--- src/rtl/tile_pkg.sv ---
// tile_pkg: shared constants, state encoding and payload types for the tile
// scheduler and its grid counter.
package tile_pkg;

  localparam int unsigned TILE_W      = 8;
  localparam int unsigned TILE_BYTES  = 192;
  localparam int unsigned MAP_COLS    = 20;
  localparam int unsigned MAP_ROWS    = 15;
  localparam int unsigned NUM_TILES   = 21;
  localparam int unsigned ACK_TIMEOUT = 8;

  localparam int unsigned COL_W      = 5;
  localparam int unsigned ROW_W      = 4;
  localparam int unsigned MAP_ADDR_W = 9;
  localparam int unsigned IDX_W      = 8;
  localparam int unsigned TADDR_W    = 12;
  localparam int unsigned POS_W      = 8;
  localparam int unsigned CNT_W      = 9;
  localparam int unsigned ACK_W      = $clog2(ACK_TIMEOUT + 1);
  localparam int unsigned TILE_SH    = $clog2(TILE_W);

  // 8-bit encoding to line up with the drawer's state width
  typedef enum logic [7:0] {
    S_IDLE      = 8'd0,
    S_FETCH     = 8'd1,
    S_CALC      = 8'd2,
    S_ISSUE     = 8'd3,
    S_WAIT_ACK  = 8'd4,
    S_WAIT_DONE = 8'd5,
    S_ADVANCE   = 8'd6,
    S_DONE      = 8'd7
  } state_t;

  typedef enum logic {
    MODE_FULL = 1'b0,
    MODE_CELL = 1'b1
  } mode_t;

  // Parameters handed to the drawer alongside the draw pulse
  typedef struct packed {
    logic [TADDR_W-1:0] addr;
    logic [POS_W-1:0]   x;
    logic [POS_W-1:0]   y;
  } tile_req_t;

  // Tile ROM base byte address: idx * 192 built from two shifts, kept to 12 bits
  function automatic logic [TADDR_W-1:0] tile_base(input logic [IDX_W-1:0] idx);
    logic [TADDR_W-1:0] w;
    w = TADDR_W'(idx);
    return (w << 7) + (w << 6);
  endfunction

endpackage

--- src/rtl/tile_grid_counter.sv ---
// tile_grid_counter: owns the current map cell (col,row) and the map RAM address.
// Ports: clk, rst_n (async active-low); load with load_col/load_row sets the
// cell; step advances in raster order. Outputs col, row, last_cell (cell is the
// final one of the map) and map_addr = row*MAP_COLS + col, all registered.
module tile_grid_counter
  import tile_pkg::*;
(
  input  logic                  clk,
  input  logic                  rst_n,
  input  logic                  load,
  input  logic [COL_W-1:0]      load_col,
  input  logic [ROW_W-1:0]      load_row,
  input  logic                  step,
  output logic [COL_W-1:0]      col,
  output logic [ROW_W-1:0]      row,
  output logic                  last_cell,
  output logic [MAP_ADDR_W-1:0] map_addr
);

  logic [COL_W-1:0] col_n;
  logic [ROW_W-1:0] row_n;

  // Next cell: load has priority over step; column wraps into the next row
  always_comb begin
    col_n = col;
    row_n = row;
    if (load) begin
      col_n = load_col;
      row_n = load_row;
    end else if (step) begin
      if (col == COL_W'(MAP_COLS - 1)) begin
        col_n = '0;
        row_n = (row == ROW_W'(MAP_ROWS - 1)) ? '0 : row + ROW_W'(1);
      end else begin
        col_n = col + COL_W'(1);
      end
    end
  end

  // Address and last-cell flag are computed from the next cell so they are
  // valid in the same cycle the new col/row appear
  always_ff @(posedge clk or negedge rst_n) begin
    if (!rst_n) begin
      col       <= '0;
      row       <= '0;
      map_addr  <= '0;
      last_cell <= 1'b0;
    end else begin
      col       <= col_n;
      row       <= row_n;
      map_addr  <= MAP_ADDR_W'(row_n) * MAP_ADDR_W'(MAP_COLS) + MAP_ADDR_W'(col_n);
      last_cell <= (col_n == COL_W'(MAP_COLS - 1)) && (row_n == ROW_W'(MAP_ROWS - 1));
    end
  end

endmodule

--- src/rtl/tile_scheduler.sv ---
// tile_scheduler: sweeps the tile map and drives the tile drawer one 8x8 tile
// at a time, either over the full map (start) or a single cell (start_cell).
// Ports: clk, resetn (async active-low); start/start_cell with cell_col/cell_row;
// map_addr/map_data to a synchronous map RAM; drawer_active from the drawer;
// draw/tile_address/x_pos/y_pos to the drawer; busy, done, err (sticky) and
// tiles_drawn status. All outputs are registered.
module tile_scheduler
  import tile_pkg::*;
(
  input  logic                  clk,
  input  logic                  resetn,
  input  logic                  start,
  input  logic                  start_cell,
  input  logic [COL_W-1:0]      cell_col,
  input  logic [ROW_W-1:0]      cell_row,
  output logic [MAP_ADDR_W-1:0] map_addr,
  input  logic [IDX_W-1:0]      map_data,
  input  logic                  drawer_active,
  output logic                  draw,
  output logic [TADDR_W-1:0]    tile_address,
  output logic [POS_W-1:0]      x_pos,
  output logic [POS_W-1:0]      y_pos,
  output logic                  busy,
  output logic                  done,
  output logic                  err,
  output logic [CNT_W-1:0]      tiles_drawn
);

  state_t            state, state_n;
  mode_t             mode, mode_n;
  logic [ACK_W-1:0]  ack_cnt, ack_cnt_n;
  logic              timed_out, timed_out_n;
  tile_req_t         req, req_n;
  logic              draw_n, busy_n, done_n, err_n;
  logic [CNT_W-1:0]  tiles_n;

  logic              g_load, g_step, g_last;
  logic [COL_W-1:0]  g_col, ld_col;
  logic [ROW_W-1:0]  g_row, ld_row;

  tile_grid_counter u_grid (
    .clk       (clk),
    .rst_n     (resetn),
    .load      (g_load),
    .load_col  (ld_col),
    .load_row  (ld_row),
    .step      (g_step),
    .col       (g_col),
    .row       (g_row),
    .last_cell (g_last),
    .map_addr  (map_addr)
  );

  assign tile_address = req.addr;
  assign x_pos        = req.x;
  assign y_pos        = req.y;

  // Next-state and next-output logic
  always_comb begin
    state_n     = state;
    mode_n      = mode;
    ack_cnt_n   = ack_cnt;
    timed_out_n = timed_out;
    req_n       = req;
    draw_n      = 1'b0;
    busy_n      = 1'b0;
    done_n      = 1'b0;
    err_n       = err;
    tiles_n     = tiles_drawn;
    g_load      = 1'b0;
    g_step      = 1'b0;
    ld_col      = cell_col;
    ld_row      = cell_row;

    case (state)
      S_IDLE: begin
        if (start) begin
          g_load  = 1'b1;
          ld_col  = '0;
          ld_row  = '0;
          mode_n  = MODE_FULL;
          tiles_n = '0;
          err_n   = 1'b0;
          state_n = S_FETCH;
        end else if (start_cell) begin
          tiles_n = '0;
          // Off-map cell: report and finish without leaving idle
          if (cell_col >= COL_W'(MAP_COLS) || cell_row >= ROW_W'(MAP_ROWS)) begin
            err_n  = 1'b1;
            done_n = 1'b1;
          end else begin
            g_load  = 1'b1;
            mode_n  = MODE_CELL;
            err_n   = 1'b0;
            state_n = S_FETCH;
          end
        end
      end
      S_FETCH: state_n = S_CALC;
      S_CALC: begin
        // Bad index still draws something harmless (tile 0) and flags it
        if (map_data >= IDX_W'(NUM_TILES)) begin
          req_n.addr = tile_base(IDX_W'(0));
          err_n      = 1'b1;
        end else begin
          req_n.addr = tile_base(map_data);
        end
        req_n.x = POS_W'(g_col) << TILE_SH;
        req_n.y = POS_W'(g_row) << TILE_SH;
        state_n = S_ISSUE;
      end
      S_ISSUE: begin
        draw_n      = 1'b1;
        ack_cnt_n   = '0;
        timed_out_n = 1'b0;
        state_n     = S_WAIT_ACK;
      end
      S_WAIT_ACK: begin
        if (drawer_active) begin
          state_n = S_WAIT_DONE;
        end else if (ack_cnt == ACK_W'(ACK_TIMEOUT - 1)) begin
          // Drawer never picked the tile up; abandon it
          err_n       = 1'b1;
          timed_out_n = 1'b1;
          state_n     = S_ADVANCE;
        end else begin
          ack_cnt_n = ack_cnt + ACK_W'(1);
        end
      end
      S_WAIT_DONE: begin
        if (!drawer_active) state_n = S_ADVANCE;
      end
      S_ADVANCE: begin
        if (!timed_out) tiles_n = tiles_drawn + CNT_W'(1);
        if (mode == MODE_CELL || g_last) begin
          done_n  = 1'b1;
          state_n = S_DONE;
        end else begin
          g_step  = 1'b1;
          state_n = S_FETCH;
        end
      end
      S_DONE:  state_n = S_IDLE;
      default: state_n = S_IDLE;
    endcase

    busy_n = (state_n != S_IDLE) && (state_n != S_DONE);
  end

  // State and output registers
  always_ff @(posedge clk or negedge resetn) begin
    if (!resetn) begin
      state       <= S_IDLE;
      mode        <= MODE_FULL;
      ack_cnt     <= '0;
      timed_out   <= 1'b0;
      req         <= '0;
      draw        <= 1'b0;
      busy        <= 1'b0;
      done        <= 1'b0;
      err         <= 1'b0;
      tiles_drawn <= '0;
    end else begin
      state       <= state_n;
      mode        <= mode_n;
      ack_cnt     <= ack_cnt_n;
      timed_out   <= timed_out_n;
      req         <= req_n;
      draw        <= draw_n;
      busy        <= busy_n;
      done        <= done_n;
      err         <= err_n;
      tiles_drawn <= tiles_n;
    end
  end

endmodule

--- config.mk ---
export PLATFORM = sky130hd
export DESIGN_NAME = tile_scheduler
export DESIGN_NICKNAME = d
export VERILOG_FILES = /design/src/rtl/tile_pkg.sv /design/src/rtl/tile_grid_counter.sv /design/src/rtl/tile_scheduler.sv
export SDC_FILE = /design/constraint.sdc
export NUM_CORES = 1
export LEC_CHECK = 0
export CAP_MARGIN = 40
export CORE_UTILIZATION = 51
export DETAILED_ROUTE_END_ITERATION = 16
export HOLD_SLACK_MARGIN = 0.15
export PLACE_DENSITY = 0.87
export SYNTH_ARGS = -nofsm -noshare
export SYNTH_HDL_FRONTEND = slang
export SYNTH_HIERARCHICAL = 1
export SYNTH_SLANG_ARGS = --single-unit
--- constraint.sdc ---
create_clock -name clk -period 5.9 [get_ports clk]
set_clock_uncertainty 0.1 [all_clocks]
set_input_delay 1.475 -clock clk [delete_from_list [all_inputs] [get_ports clk]]
set_output_delay 1.475 -clock clk [all_outputs]
set_load 0.05 [all_outputs]
Yosys cells after proc, flatten, opt, wreduce, memory -nomap -nowiden
Cells that the tools add are included.
- register bits: 67
- equality and inequality tests: 19
- $lt $le $gt $ge: 3
- multiply operators: 1
- reduce and logical (&&, ||, !) cells: 15
- add/sub/neg operators: 6
- mux-type cells: 49
- operators with widths (operator ; count):
    $pmux W8 S7 ; 1
    $mux W8 ; 6
    $mux W4 ; 8
    $mux W9 ; 3
    $mux W5 ; 5
    $eq A8 B3 Y1 const B ; 3
    $mux W1 ; 19
    $pmux W9 S2 ; 1
    $eq A8 B2 Y1 const B ; 2
    $add A12 B12 Y12 ; 1
    $mux W12 ; 1
    $ne A2 B2 Y1 const B ; 6
    $reduce_and A3 Y1 ; 4
    $eq A5 B5 Y1 const B ; 2
    $add A9 B1 Y9 const B ; 1
    $add A9 B5 Y9 ; 1
    $add A4 B1 Y4 const B ; 2
    $eq A4 B4 Y1 const B ; 2
    $eq A8 B1 Y1 const B ; 1
    $ge A8 B5 Y1 const B ; 1
    $logic_not A8 Y1 ; 1
    $ne A8 B3 Y1 const B ; 1
    $pmux W4 S2 ; 1
    $reduce_bool A8 Y1 ; 1
    14 further kinds ; 19

Logic depth before layout (Yosys ltp)
Gate-level depths: netlist (run 1).
- depth after elaboration: 9
- gate-level depth with buffers: 17
- depth with buffers taken out: 15

Hierarchy
The synthesis (run 1) kept the hierarchy.
- modules (own cells, without submodules) (module ; area an instance (um^2) ; cells an instance ; sequential area each (um^2) ; instances):
    tile_scheduler ; 2233.4 ; 210 ; 1051.0 ; 1
    tile_grid_counter ; 1128.6 ; 108 ; 425.4 ; 1

Least setup slack after synthesis (run 1)
Ideal clock, no wire load.
- path type: input to register
- from: input port cell_col[3]
- to: register u_grid.map_addr[8]
- setup slack: 0.998 ns
- buffers on the path: 2
- arrival time: 4.672 ns
- cell stages on the path: 15
- path through: o21ai_0 > a21oi_1 > nor3b_1 > buf_2 > buf_1 > nor3_1 > a211oi_1 > inv_1 > ha_1 > ha_1 > fa_1 > nand2_1 > nor3b_1 > xor2_1 > mux2i_1
- word-level cells in the longest chain between the ends: 9
- elaborated cells between the ends (all ways): 12
- those cells by class: add/sub: 1; mul: 1; order compare: 1; mux: 8; reduce/logical: 1
- RTL lines (element ; RTL line ; text):
    start, declared ; tile_scheduler.sv:14 ; input logic [COL_W-1:0] cell_col,
    $ge A5 B5 Y1 ; tile_scheduler.sv:88 ; if (cell_col >= COL_W'(MAP_COLS) || cell_row >= ROW_W'(MAP_ROWS)) begin
    $logic_or A1 B1 Y1 ; tile_scheduler.sv:88 ;
    $mux W1 ; tile_scheduler.sv:88 ;
    $mux W1 ; tile_scheduler.sv:85 ; end else if (start_cell) begin
    $mux W1 ; tile_scheduler.sv:77 ; if (start) begin
    $mux W1 ; tile_scheduler.sv:75 ; case (state)
    via g_load ; tile_scheduler.sv:37 ; logic g_load, g_step, g_last;
    $mux W4 ; tile_grid_counter.sv:27 ; if (load) begin
    via u_grid.row_n[0] ; tile_grid_counter.sv:21 ; logic [ROW_W-1:0] row_n;
    $mul A4 B3 Y7 ; tile_grid_counter.sv:51 ; map_addr <= MAP_ADDR_W'(row_n) * MAP_ADDR_W'(MAP_COLS) + MAP_ADDR_W'(col_n);
    $add A9 B5 Y9 ; tile_grid_counter.sv:51 ;
    end signal, assigned ; tile_grid_counter.sv:51 ;
    end, declared ; tile_grid_counter.sv:17 ; output logic [MAP_ADDR_W-1:0] map_addr
The timed path passes the listed nets, and every way through them passes these cells.
A chain may end at the register's enable or synchronous reset.

Final worst setup path (run 1)
- from: register state[4]
- to: register u_grid.map_addr[8]
- word-level cells in the longest chain between the ends: 6
- elaborated cells between the ends (all ways): 12
- those cells by class: add/sub: 1; mul: 1; eq/ne: 1; mux: 8; reduce/logical: 1
- RTL lines (element ; RTL line ; text):
    start, declared ; tile_scheduler.sv:29 ; state_t state, state_n;
    start signal, assigned ; tile_scheduler.sv:164 ; state <= state_n;
    $eq A8 B3 Y1 ; tile_scheduler.sv:75 ;
    $mux W1 ; tile_scheduler.sv:75 ;
    via g_step ; tile_scheduler.sv:37 ;
    $mux W4 ; tile_grid_counter.sv:30 ; end else if (step) begin
    $mux W4 ; tile_grid_counter.sv:27 ;
    via u_grid.row_n[2] ; tile_grid_counter.sv:21 ;
    $mul A4 B3 Y7 ; tile_grid_counter.sv:51 ;
    $add A9 B5 Y9 ; tile_grid_counter.sv:51 ;
The timed path passes the listed nets, and every way through them passes these cells.

==> impl_metrics.yaml, run 1 <==
final_layout:
  antennaDiodeCount: 0
  final_nets: 429
  final_common_cell: "dfrtp_1"
  final_cells: 465
  final_cell_mix: "dfrtp_1 (59), clkdlybuf4s50_1 (57), a21oi_1 (20), ha_1 (20), nor2_1 (19)"
  drive_above_1_share_pct: 12.1
  num-fill-cells: 488
  area_delta_synth_final_pct: 24.2
power:
  p_per_area_mw_per_mm2: 351
  p_leak_nw: 1.87
  vdd_drop_max_v: 0.000266
die:
  die_x_um: 83.2
  start_util_pct: 52.9
  die_area_mm2: 0.00692
  die_h_um: 83.2
  core_area_mm2: 0.00635
  row_count: 29
  ioPinCount: 72
run:
  drv_cap: 0
cts:
  cts_num_sinks: 59
  clk_latency_ns: 0.33
  post-cts-setup-buffers: 0
  clkTransAtPathRegs_ns: 0.06
  cts_buffer_depth: 2
  htree_levels: 3
  cts_root_buffer: "clkbuf_8"
  cts-buffers-inserted: 9
  postCtsHoldBufs: 0
  cts_resized: 0
  tritoncts: "built"
sta:
  setup_viol_count_final: 0
  finalHoldViolCount: 0
  slew_headroom_pct: 47.6
  timing.final.ws_setup_ns: 0.964
  slew_viol_final: 0
  period_share_pct: 83.7
  max_freq_mhz: 203
  setup-tns-final_ns: 0
  period_needed_ns: 4.94
  rsz0062_at_grt: "no"
  worstMarginPinSlew_ns: 0.779
detailed_routing:
  dr.first_iter.drc_count: 158
  wire_per_inst_um: 14.6
  ant_nets: 0
  wl_mm: 6.78
  first_pass_iters: 4
  vias: 2581
  drc: 0
  vias_per_cell: 5.55
yosys:
  syn_inst: 318
  syn_area_mm2: 0.00336
  ys_ff_latch: 59
  synth_top_family_by_area: "simple AND/OR/NAND/NOR gates"
  synthSimpleGateAreaFrac_pct: 17.4
  async_reset_ff_share_pct: 100
  yosysWarningCount: 6
  yosysUniqueCellTypes: 66
  synth_ff_type: "dfrtp_1"
  synthMuxAreaShare_pct: 4.91
  synthAdderAreaFrac_pct: 9.23
  avgSynthCellArea_um2: 10.6
  synth_edf_count: 0
  seq_area_frac_synth_pct: 43.9
  synth_compound_area_share_pct: 14.8
  post_synth_xor_area_fraction_pct: 2.87
placement:
  dpl.hpwl_mm: 5.01
  port_buffers: 58
  post-place-ws_ns: 0.862
  place.gp.congestion: 0.885
  dp_cells: 450
worst_setup_path:
  rr_worst_depth: 15
  required_ns: 6.01
  cpMostUsedCell: "ha_1"
  endpoint_kind: "flop"
  reg2reg_from: "state[4]$_DFF_PN0_"
  crit_path_max_fanout: 10
  setup.worst_path.class: "flop to flop"
  reg2reg_slack_ns: 0.96
  worstPathCellList: "or3_4, or3_1, nor3_1, nand2_2, o41a_1, a311oi_1, a21oi_1, buf_4, ha_1, ha_1, fa_1, nand2_1, nor3b_1, xor2_1, mux2i_1"
  crit_path_max_incr_delay_ns: 0.60
  r2r-end: "u_grid/map_addr[8]$_DFF_PN0_"
  critPathLaunch: "state[4]$_DFF_PN0_"
  crit_slowest_cell: "nor3_1"
  endpoint: "u_grid/map_addr[8]$_DFF_PN0_"
  startpoint_type: "flop"
  timing.critical_path.arrival_ns: 5.04
grt:
  grtUsageTotal_pct: 20.9
  grt_start_max_net_pins: 60
  antenna_found_initial: 0
  grt_pass1_wl_mm: 11.5
  overflow: 0
  grt_pass1_vias: 2513
status:
  status: "complete, no violations"
worst_hold_path:
  hp-class: "flop to flop"
## worst min-delay path by stage
stage	cells past startpoint	from	slack (ns)	endpoint
after detailed placement	1	tile_address[6]$_DFFE_PN0P_	0.39	tile_address[6]$_DFFE_PN0P_
final	1	tile_address[6]$_DFFE_PN0P_	0.40	tile_address[6]$_DFFE_PN0P_
after global placement	1	tile_address[9]$_DFFE_PN0P_	0.39	tile_address[9]$_DFFE_PN0P_
after floorplan	1	u_grid/col[2]$_DFF_PN0_	0.38	x_pos[5]$_DFFE_PN0P_
after global routing	1	x_pos[3]$_DFFE_PN0P_	0.42	x_pos[3]$_DFFE_PN0P_
after CTS	1	x_pos[3]$_DFFE_PN0P_	0.41	x_pos[3]$_DFFE_PN0P_
## sequential cells by signal, summed over array words and instances (netlist names), 3 cells and up
| name | cells |
|---|---|
| ack_cnt | 4 |
| u_grid/map_addr | 9 |
| state | 8 |
| u_grid/row | 4 |
| u_grid/col | 3 |
| x_pos | 5 |
| tiles_drawn | 9 |
| tile_address | 6 |
| y_pos | 4 |
## cell type report
class / count / area, um^2 / area share (%)
Clock buffer: 10 / 138 / 3.30
Clock inverter: 5 / 77.6 / 1.86
Inverter: 17 / 63.8 / 1.53
Multi-Input combinational cell: 236 / 1730 / 41.3
Sequential cell: 59 / 1480 / 35.4
Tap cell: 77 / 96.3 / 2.31
Timing Repair Buffer: 61 / 598 / 14.3
## cells in the mapped netlist, types with 5 or more instances
master	number	area, um^2
dfrtp_1	59	1480
a21oi_1	20	100
ha_1	20	250
nor2_1	19	71.3
inv_1	17	63.8
buf_4	16	120
nand2_1	15	56.3
o21ai_0	14	70.1
mux2_2	12	135
and2_1	9	56.3
a22o_1	8	70.1
nor3_1	8	40.0
xnor2_1	7	61.3
a21o_1	5	37.5
nand2b_1	5	31.3
nand3_1	5	25.0
## power by group
group | switching [mW] | internal [mW] | leakage, nW
registers | 0.0548 | 0.466 | 0.741
clock network | 0.155 | 0.245 | 0.108
logic | 0.339 | 0.206 | 1.03
total | 0.549 | 0.918 | 1.87
## per-stage QoR
stage | utilization, % | area [um^2] | hold slack, ns | power [mW]
global placement | 62.4 | 3960 | 0.387 | 1.06
floorplan | - | 3430 | 0.375 | 0.916
global route | 65.8 | 4180 | 0.424 | 1.54
CTS | 65.8 | 4180 | 0.412 | 1.48
detailed placement | 62.4 | 3960 | 0.393 | 1.07
finish | 65.8 | 4180 | 0.402 | 1.47
## layer usage
| metal | wire [um] | GRT usage [%] |
|---|---|---|
| met1 | 2910 | 27.0 |
| met2 | 3450 | 34.4 |
| met3 | 282 | 4.87 |
| met4 | 142 | 7.68 |
| met5 | 0 | 0 |
## worst max-delay path: cells and delay by family (launching register included)
| family | cells | cell delay, ns |
|---|---|---|
| fa+ha+maj | 3 | 0.96 |
| compound gates | 3 | 0.79 |
| xor+xnor | 1 | 0.18 |
| buf+inv | 1 | 0.17 |
| mux | 1 | 0.09 |
| flops | 1 | 0.37 |
| simple gates | 6 | 2.14 |
## logic make-up (layout without fill, tap and decap cells)
| family | after synthesis | after routing |
|---|---|---|
| AO/OA/AOI/OAI | 72 | 72 |
| multiplexers | 15 | 15 |
| adder cells (fa/ha/maj) | 23 | 23 |
| flip-flops | 59 | 59 |
| buffers and inverters | 40 | 93 |
| AND/OR/NAND/NOR | 97 | 97 |
| other | 1 | 18 |
| XOR/XNOR | 11 | 11 |
Note: power is estimated with default switching activity, not from simulation.
==> run 2: changes to the inputs <==
==> constraint.sdc (replaced) <==
create_clock -name clk -period 4.6 [get_ports clk]
set_clock_uncertainty 0.1 [all_clocks]
set_input_delay 1.15 -clock clk [delete_from_list [all_inputs] [get_ports clk]]
set_output_delay 1.15 -clock clk [all_outputs]
set_load 0.05 [all_outputs]
==> run 2 against run 1 <==
Compared with the run above: register-to-register slack worse by 0.63 ns; core utilization grew 0.93 points; sequential power is 28% higher; hold slack is essentially flat; flip-flop and latch count unchanged; die area did not move; clock power rose by 29%; non-clock buffer count up 7; combinational power up 32%; largest power group unchanged.
==> impl_metrics.yaml, run 2 (synthesized netlist as in run 1, its figures left out) <==
detailed_routing:
  first_pass_iters: 5
  drc: 0
  wl_mm: 7.17
  dr.first_iter.drc_count: 289
  vias: 2677
  vias_per_cell: 5.66
  ant_nets: 0
  wire_per_inst_um: 15.2
worst_setup_path:
  crit_path_max_fanout: 5
  required_ns: 4.73
  cpMostUsedCell: "ha_1"
  setup.worst_path.class: "input port to flop"
  endpoint_kind: "flop"
  timing.critical_path.arrival_ns: 4.43
  crit_slowest_cell: "fa_1"
  startpoint_type: "input port"
  crit_path_max_incr_delay_ns: 0.50
  critPathLaunch: "cell_col[3]"
  worstPathCellList: "clkdlybuf4s50_1, o21ai_0, a21oi_1, nor3b_2, a31oi_2, nand4b_4, nor2_1, a211oi_1, inv_1, ha_1, ha_1, fa_1, nand2_1, nor3b_1, xor2_1, mux2i_1"
  reg2reg_from: "state[4]$_DFF_PN0_"
sta:
  slew_viol_final: 0
  worstMarginPinSlew_ns: 0.743
  rsz0062_at_grt: "no"
  setup_viol_count_final: 0
  max_freq_mhz: 232
  slew_headroom_pct: 50.5
  finalHoldViolCount: 0
  period_needed_ns: 4.30
  whs_ns: 0.402
  period_share_pct: 93.5
grt:
  grt_start_max_net_pins: 35
  grt_pass1_wl_mm: 12.2
  grtUsageTotal_pct: 22.5
  overflow: 0
  grt_pass1_vias: 2677
  antenna_found_initial: 0
final_layout:
  drive_above_1_share_pct: 14.1
  antennaDiodeCount: 0
  num-fill-cells: 476
  top_regs: "tiles_drawn: 9 flops, u_grid/map_addr: 9 flops, state: 8 flops"
  final_common_cell: "dfrtp_1"
  final_nets: 436
  final_util_pct: 66.7
  area_delta_synth_final_pct: 26.0
  final_cell_mix: "dfrtp_1 (59), clkdlybuf4s50_1 (57), a21oi_1 (20), ha_1 (20), nor2_1 (19)"
cts:
  cts_root_buffer: "clkbuf_8"
  htree_levels: 3
  clk_latency_ns: 0.35
  clkTransAtPathRegs_ns: 0.07
  cts_num_sinks: 59
  cts_buffer_depth: 2
  tritoncts: "built"
  cts-buffers-inserted: 9
power:
  p_per_area_mw_per_mm2: 450
  p_leak_nw: 1.90
  vdd_drop_max_v: 0.000355
die:
  ioPinCount: 72
  die_area_mm2: 0.00692
  start_util_pct: 52.9
  core_area_mm2: 0.00635
  die_h_um: 83.2
  die_x_um: 83.2
  row_count: 29
status:
  status: "complete, no violations"
worst_hold_path:
  min_from: "tile_address[8]$_DFFE_PN0P_"
  hp-class: "flop to flop"
placement:
  port_buffers: 58
  dpl.hpwl_mm: 5.28
  place.gp.congestion: 0.937
run:
  drv_cap: 0
run 2: area by class of cell:
cell class,instances,area (um^2),share of cell area (%)
multi-input cells,236,1730,40.9
flip-flops and latches,59,1480,34.9
well taps,77,96.3,2.27
repair buffers,68,651,15.4
clock buffers,9,124,2.92
clock inverters,7,92.6,2.19
inverters,17,63.8,1.51
run 2: repair_timing:
item	CTS	global route
setup endpoints to repair	0	1
setup buffers	0	0
resized for setup	0	1
hold endpoints to repair	0	0
hold buffers	0	0
run 2: metal layers:
metal	up-vias	global-route usage (%)	part of all wire (%)	wire, um
met5	-	0	0	0
met4	0	10.5	2.8	199
met3	25	6.36	5.7	412
met2	106	36.4	50	3570
met1	1292	27.8	42	2990
li1	1254	-	-	-
run 2: worst max-delay path, delay by kind of cell:
| kind | cells | cell delay [ns] |
|---|---|---|
| buffers and inverters | 2 | 0.55 |
| adders and majority gates | 3 | 0.92 |
| xor gates and xnor gates | 1 | 0.20 |
| AOI/OAI and AO/OA | 4 | 0.70 |
| muxes | 1 | 0.10 |
| and+or+nand+nor | 5 | 0.81 |
run 2: report_power, final:
group,switching [mW],internal [mW],leakage (nW),total [mW]
registers,0.0712,0.598,0.741,0.669
logic,0.445,0.275,1.06,0.720
clock network,0.213,0.302,0.101,0.515
run 2: path summary, 6_finish.rpt:
| kind | slack, ns | end | depth (start not counted) |
|---|---|---|---|
| worst max-delay path | 0.30 | u_grid/map_addr[8]$_DFF_PN0_ | 16 |
| worst min-delay path | 0.40 | tile_address[8]$_DFFE_PN0P_ | 1 |
| worst max register to register | 0.33 | u_grid/map_addr[8]$_DFF_PN0_ | 14 |
| worst min register to register | 0.40 | tile_address[8]$_DFFE_PN0P_ | 1 |
| max in group asynchronous | 2.82 | tile_address[8]$_DFFE_PN0P_ | 2 |
| min in group asynchronous | 0.76 | u_grid/map_addr[8]$_DFF_PN0_ | 1 |
run 2: per-stage QoR:
stage                     instance area [um^2]  setup TNS (ns)  setup slack, ns  instances  power, mW
after floorplan                           3430               0           0.0227        335       1.17
after global placement                    4010               0            0.146        457       1.37
after detailed placement                  4010         -0.0235          -0.0235        457       1.39
after CTS                                 4230               0            0.327        473       1.92
after global routing                      4240               0           0.0624        473       2.00
final                                     4240               0            0.299        473       1.90
==> run 3: changes to the inputs <==
--- a/config.mk
+++ b/config.mk
@@ -10,6 +10,7 @@
 export DETAILED_ROUTE_END_ITERATION = 16
 export HOLD_SLACK_MARGIN = 0.15
 export PLACE_DENSITY = 0.87
+export SLEW_MARGIN = 20
 export SYNTH_ARGS = -nofsm -noshare
 export SYNTH_HDL_FRONTEND = slang
 export SYNTH_HIERARCHICAL = 1
==> run 3 against run 2 <==
Compared with the run above: register-to-register slack better by 0.02 ns; clock power hardly changed; critical path depth stayed put; cell area is 0.47% higher; fmax is 0.18% higher; non-clock buffer count is 1 higher; hold slack hardly changed; critical endpoint unchanged.
==> impl_metrics.yaml, run 3 (synthesized netlist as in run 1, its figures left out) <==
cts:
  clk_latency_ns: 0.35
  cts-buffers-inserted: 9
  tritoncts: "built"
  cts_buffer_depth: 2
  cts_root_buffer: "clkbuf_8"
  post-cts-setup-buffers: 0
  clkTransAtPathRegs_ns: 0.07
  htree_levels: 3
  cts_num_sinks: 59
status:
  status: "complete, no violations"
placement:
  port_buffers: 58
  dpl.hpwl_mm: 5.28
  place.gp.congestion: 0.937
detailed_routing:
  wl_mm: 7.17
  wire_per_inst_um: 15.1
  drc: 0
  first_pass_iters: 4
  vias: 2686
  vias_per_cell: 5.67
  ant_nets: 0
  dr.first_iter.drc_count: 215
power:
  p_per_area_mw_per_mm2: 448
  vdd_drop_max_v: 0.000354
  p_leak_nw: 1.91
worst_setup_path:
  cpMostUsedCell: "ha_1"
  startpoint_type: "input port"
  worstPathCellList: "clkdlybuf4s50_1, o21ai_0, a21oi_1, nor3b_2, a31oi_2, nand4b_4, nor2_1, a211oi_1, inv_1, ha_1, ha_1, fa_1, nand2_1, nor3b_1, xor2_1, mux2i_1"
  required_ns: 4.73
  crit_path_max_fanout: 5
  cp_num_buf_inv: 2
  crit_slowest_cell: "fa_1"
  reg2reg_from: "state[4]$_DFF_PN0_"
  endpoint_kind: "flop"
  crit_path_max_incr_delay_ns: 0.50
  critical-path-top-delay-family: "adder cells"
  setup.worst_path.class: "input port to flop"
  critPathLaunch: "cell_col[3]"
  timing.critical_path.arrival_ns: 4.42
sta:
  rsz0062_at_grt: "no"
  setup_viol_count_final: 0
  slew_headroom_pct: 51.4
  whs_ns: 0.402
  finalHoldViolCount: 0
  worstMarginPinSlew_ns: 0.729
  setup-tns-final_ns: 0
  period_share_pct: 93.3
  slew_viol_final: 0
  max_freq_mhz: 233
  period_needed_ns: 4.29
grt:
  grt_start_max_net_pins: 35
  grt_pass1_wl_mm: 12.2
  overflow: 0
  grtUsageTotal_pct: 22.5
  grt_pass1_vias: 2677
  antenna_found_initial: 0
die:
  die_x_um: 83.2
  ioPinCount: 72
  start_util_pct: 52.9
  row_count: 29
  die_area_mm2: 0.00692
  die_h_um: 83.2
  core_area_mm2: 0.00635
final_layout:
  top_regs: "tiles_drawn: 9 flops, u_grid/map_addr: 9 flops, state: 8 flops"
  final_nets: 437
  area_delta_synth_final_pct: 26.6
  num-fill-cells: 475
  final_common_cell: "dfrtp_1"
  drive_above_1_share_pct: 14.4
  antennaDiodeCount: 0
  final_cell_mix: "dfrtp_1 (59), clkdlybuf4s50_1 (57), a21oi_1 (20), ha_1 (20), nor2_1 (19)"
worst_hold_path:
  min_from: "tile_address[8]$_DFFE_PN0P_"
  hp-class: "flop to flop"
run:
  drv_cap: 0
## run 3: changes by cell type in the layout (fill, tap and decap cells not counted)
cell / delta
buf_12: +1
## run 3: layer usage
metal	part of all wire, %	GRT usage (%)
met5	0	0
met4	2.5	10.5
met3	5.4	6.36
met2	50	36.4
met1	42	27.8
## run 3: area by class of cell
class / count / area (um^2) / area share (%)
flip-flops and latches: 59 / 1480 / 34.7
multi-input cells: 236 / 1730 / 40.7
well taps: 77 / 96.3 / 2.26
inverters: 17 / 63.8 / 1.50
clock inverters: 7 / 92.6 / 2.18
repair buffers: 69 / 671 / 15.8
clock buffers: 9 / 124 / 2.91
## run 3: timing repair
item / 4_1_cts / 5_1_grt
endpoints found under the setup margin: 0 / 1
endpoints found under the hold margin: 0 / 0
resized for setup: 0 / 1
hold buffers: 0 / 0
## run 3: metrics by stage
step	power [mW]	cell area (um^2)	utilization, %	std cells	worst slack, ns
floorplan	1.17	3430	-	335	0.0227
finish	1.90	4260	67.0	474	0.307
detailed placement	1.39	4010	63.2	457	-0.0235
CTS	1.92	4230	66.6	473	0.327
global placement	1.37	4010	63.2	457	0.146
global route	2.00	4260	67.0	474	0.0624
## run 3: worst reg2reg max path, cell delays in order (launching register included)
cell      delay (ns)
dfrtp_1         0.37
or3_4           0.43
or3_1           0.39
nor3_1          0.28
nand2_2         0.22
o41a_1          0.40
a311oi_1        0.27
a21oi_1         0.12
ha_1            0.22
ha_1            0.21
fa_1            0.50
nand2_1         0.08
nor3b_1         0.24
xor2_1          0.20
mux2i_1         0.10
## run 3: power by group
part | switching (mW) | internal, mW | leakage, nW
Combinational | 0.445 | 0.277 | 1.07
Clock | 0.211 | 0.302 | 0.101
Sequential | 0.0715 | 0.598 | 0.741
## run 3: path summary, 6_finish.rpt
path	to	slack, ns	cells after the start
worst max-delay path	u_grid/map_addr[8]$_DFF_PN0_	0.31	16
min in group asynchronous	u_grid/map_addr[8]$_DFF_PN0_	0.52	1
worst min-delay path	tile_address[8]$_DFFE_PN0P_	0.40	1
max in group asynchronous	tile_address[8]$_DFFE_PN0P_	3.11	3
worst max register to register	u_grid/map_addr[8]$_DFF_PN0_	0.35	14
worst min register to register	tile_address[8]$_DFFE_PN0P_	0.40	1
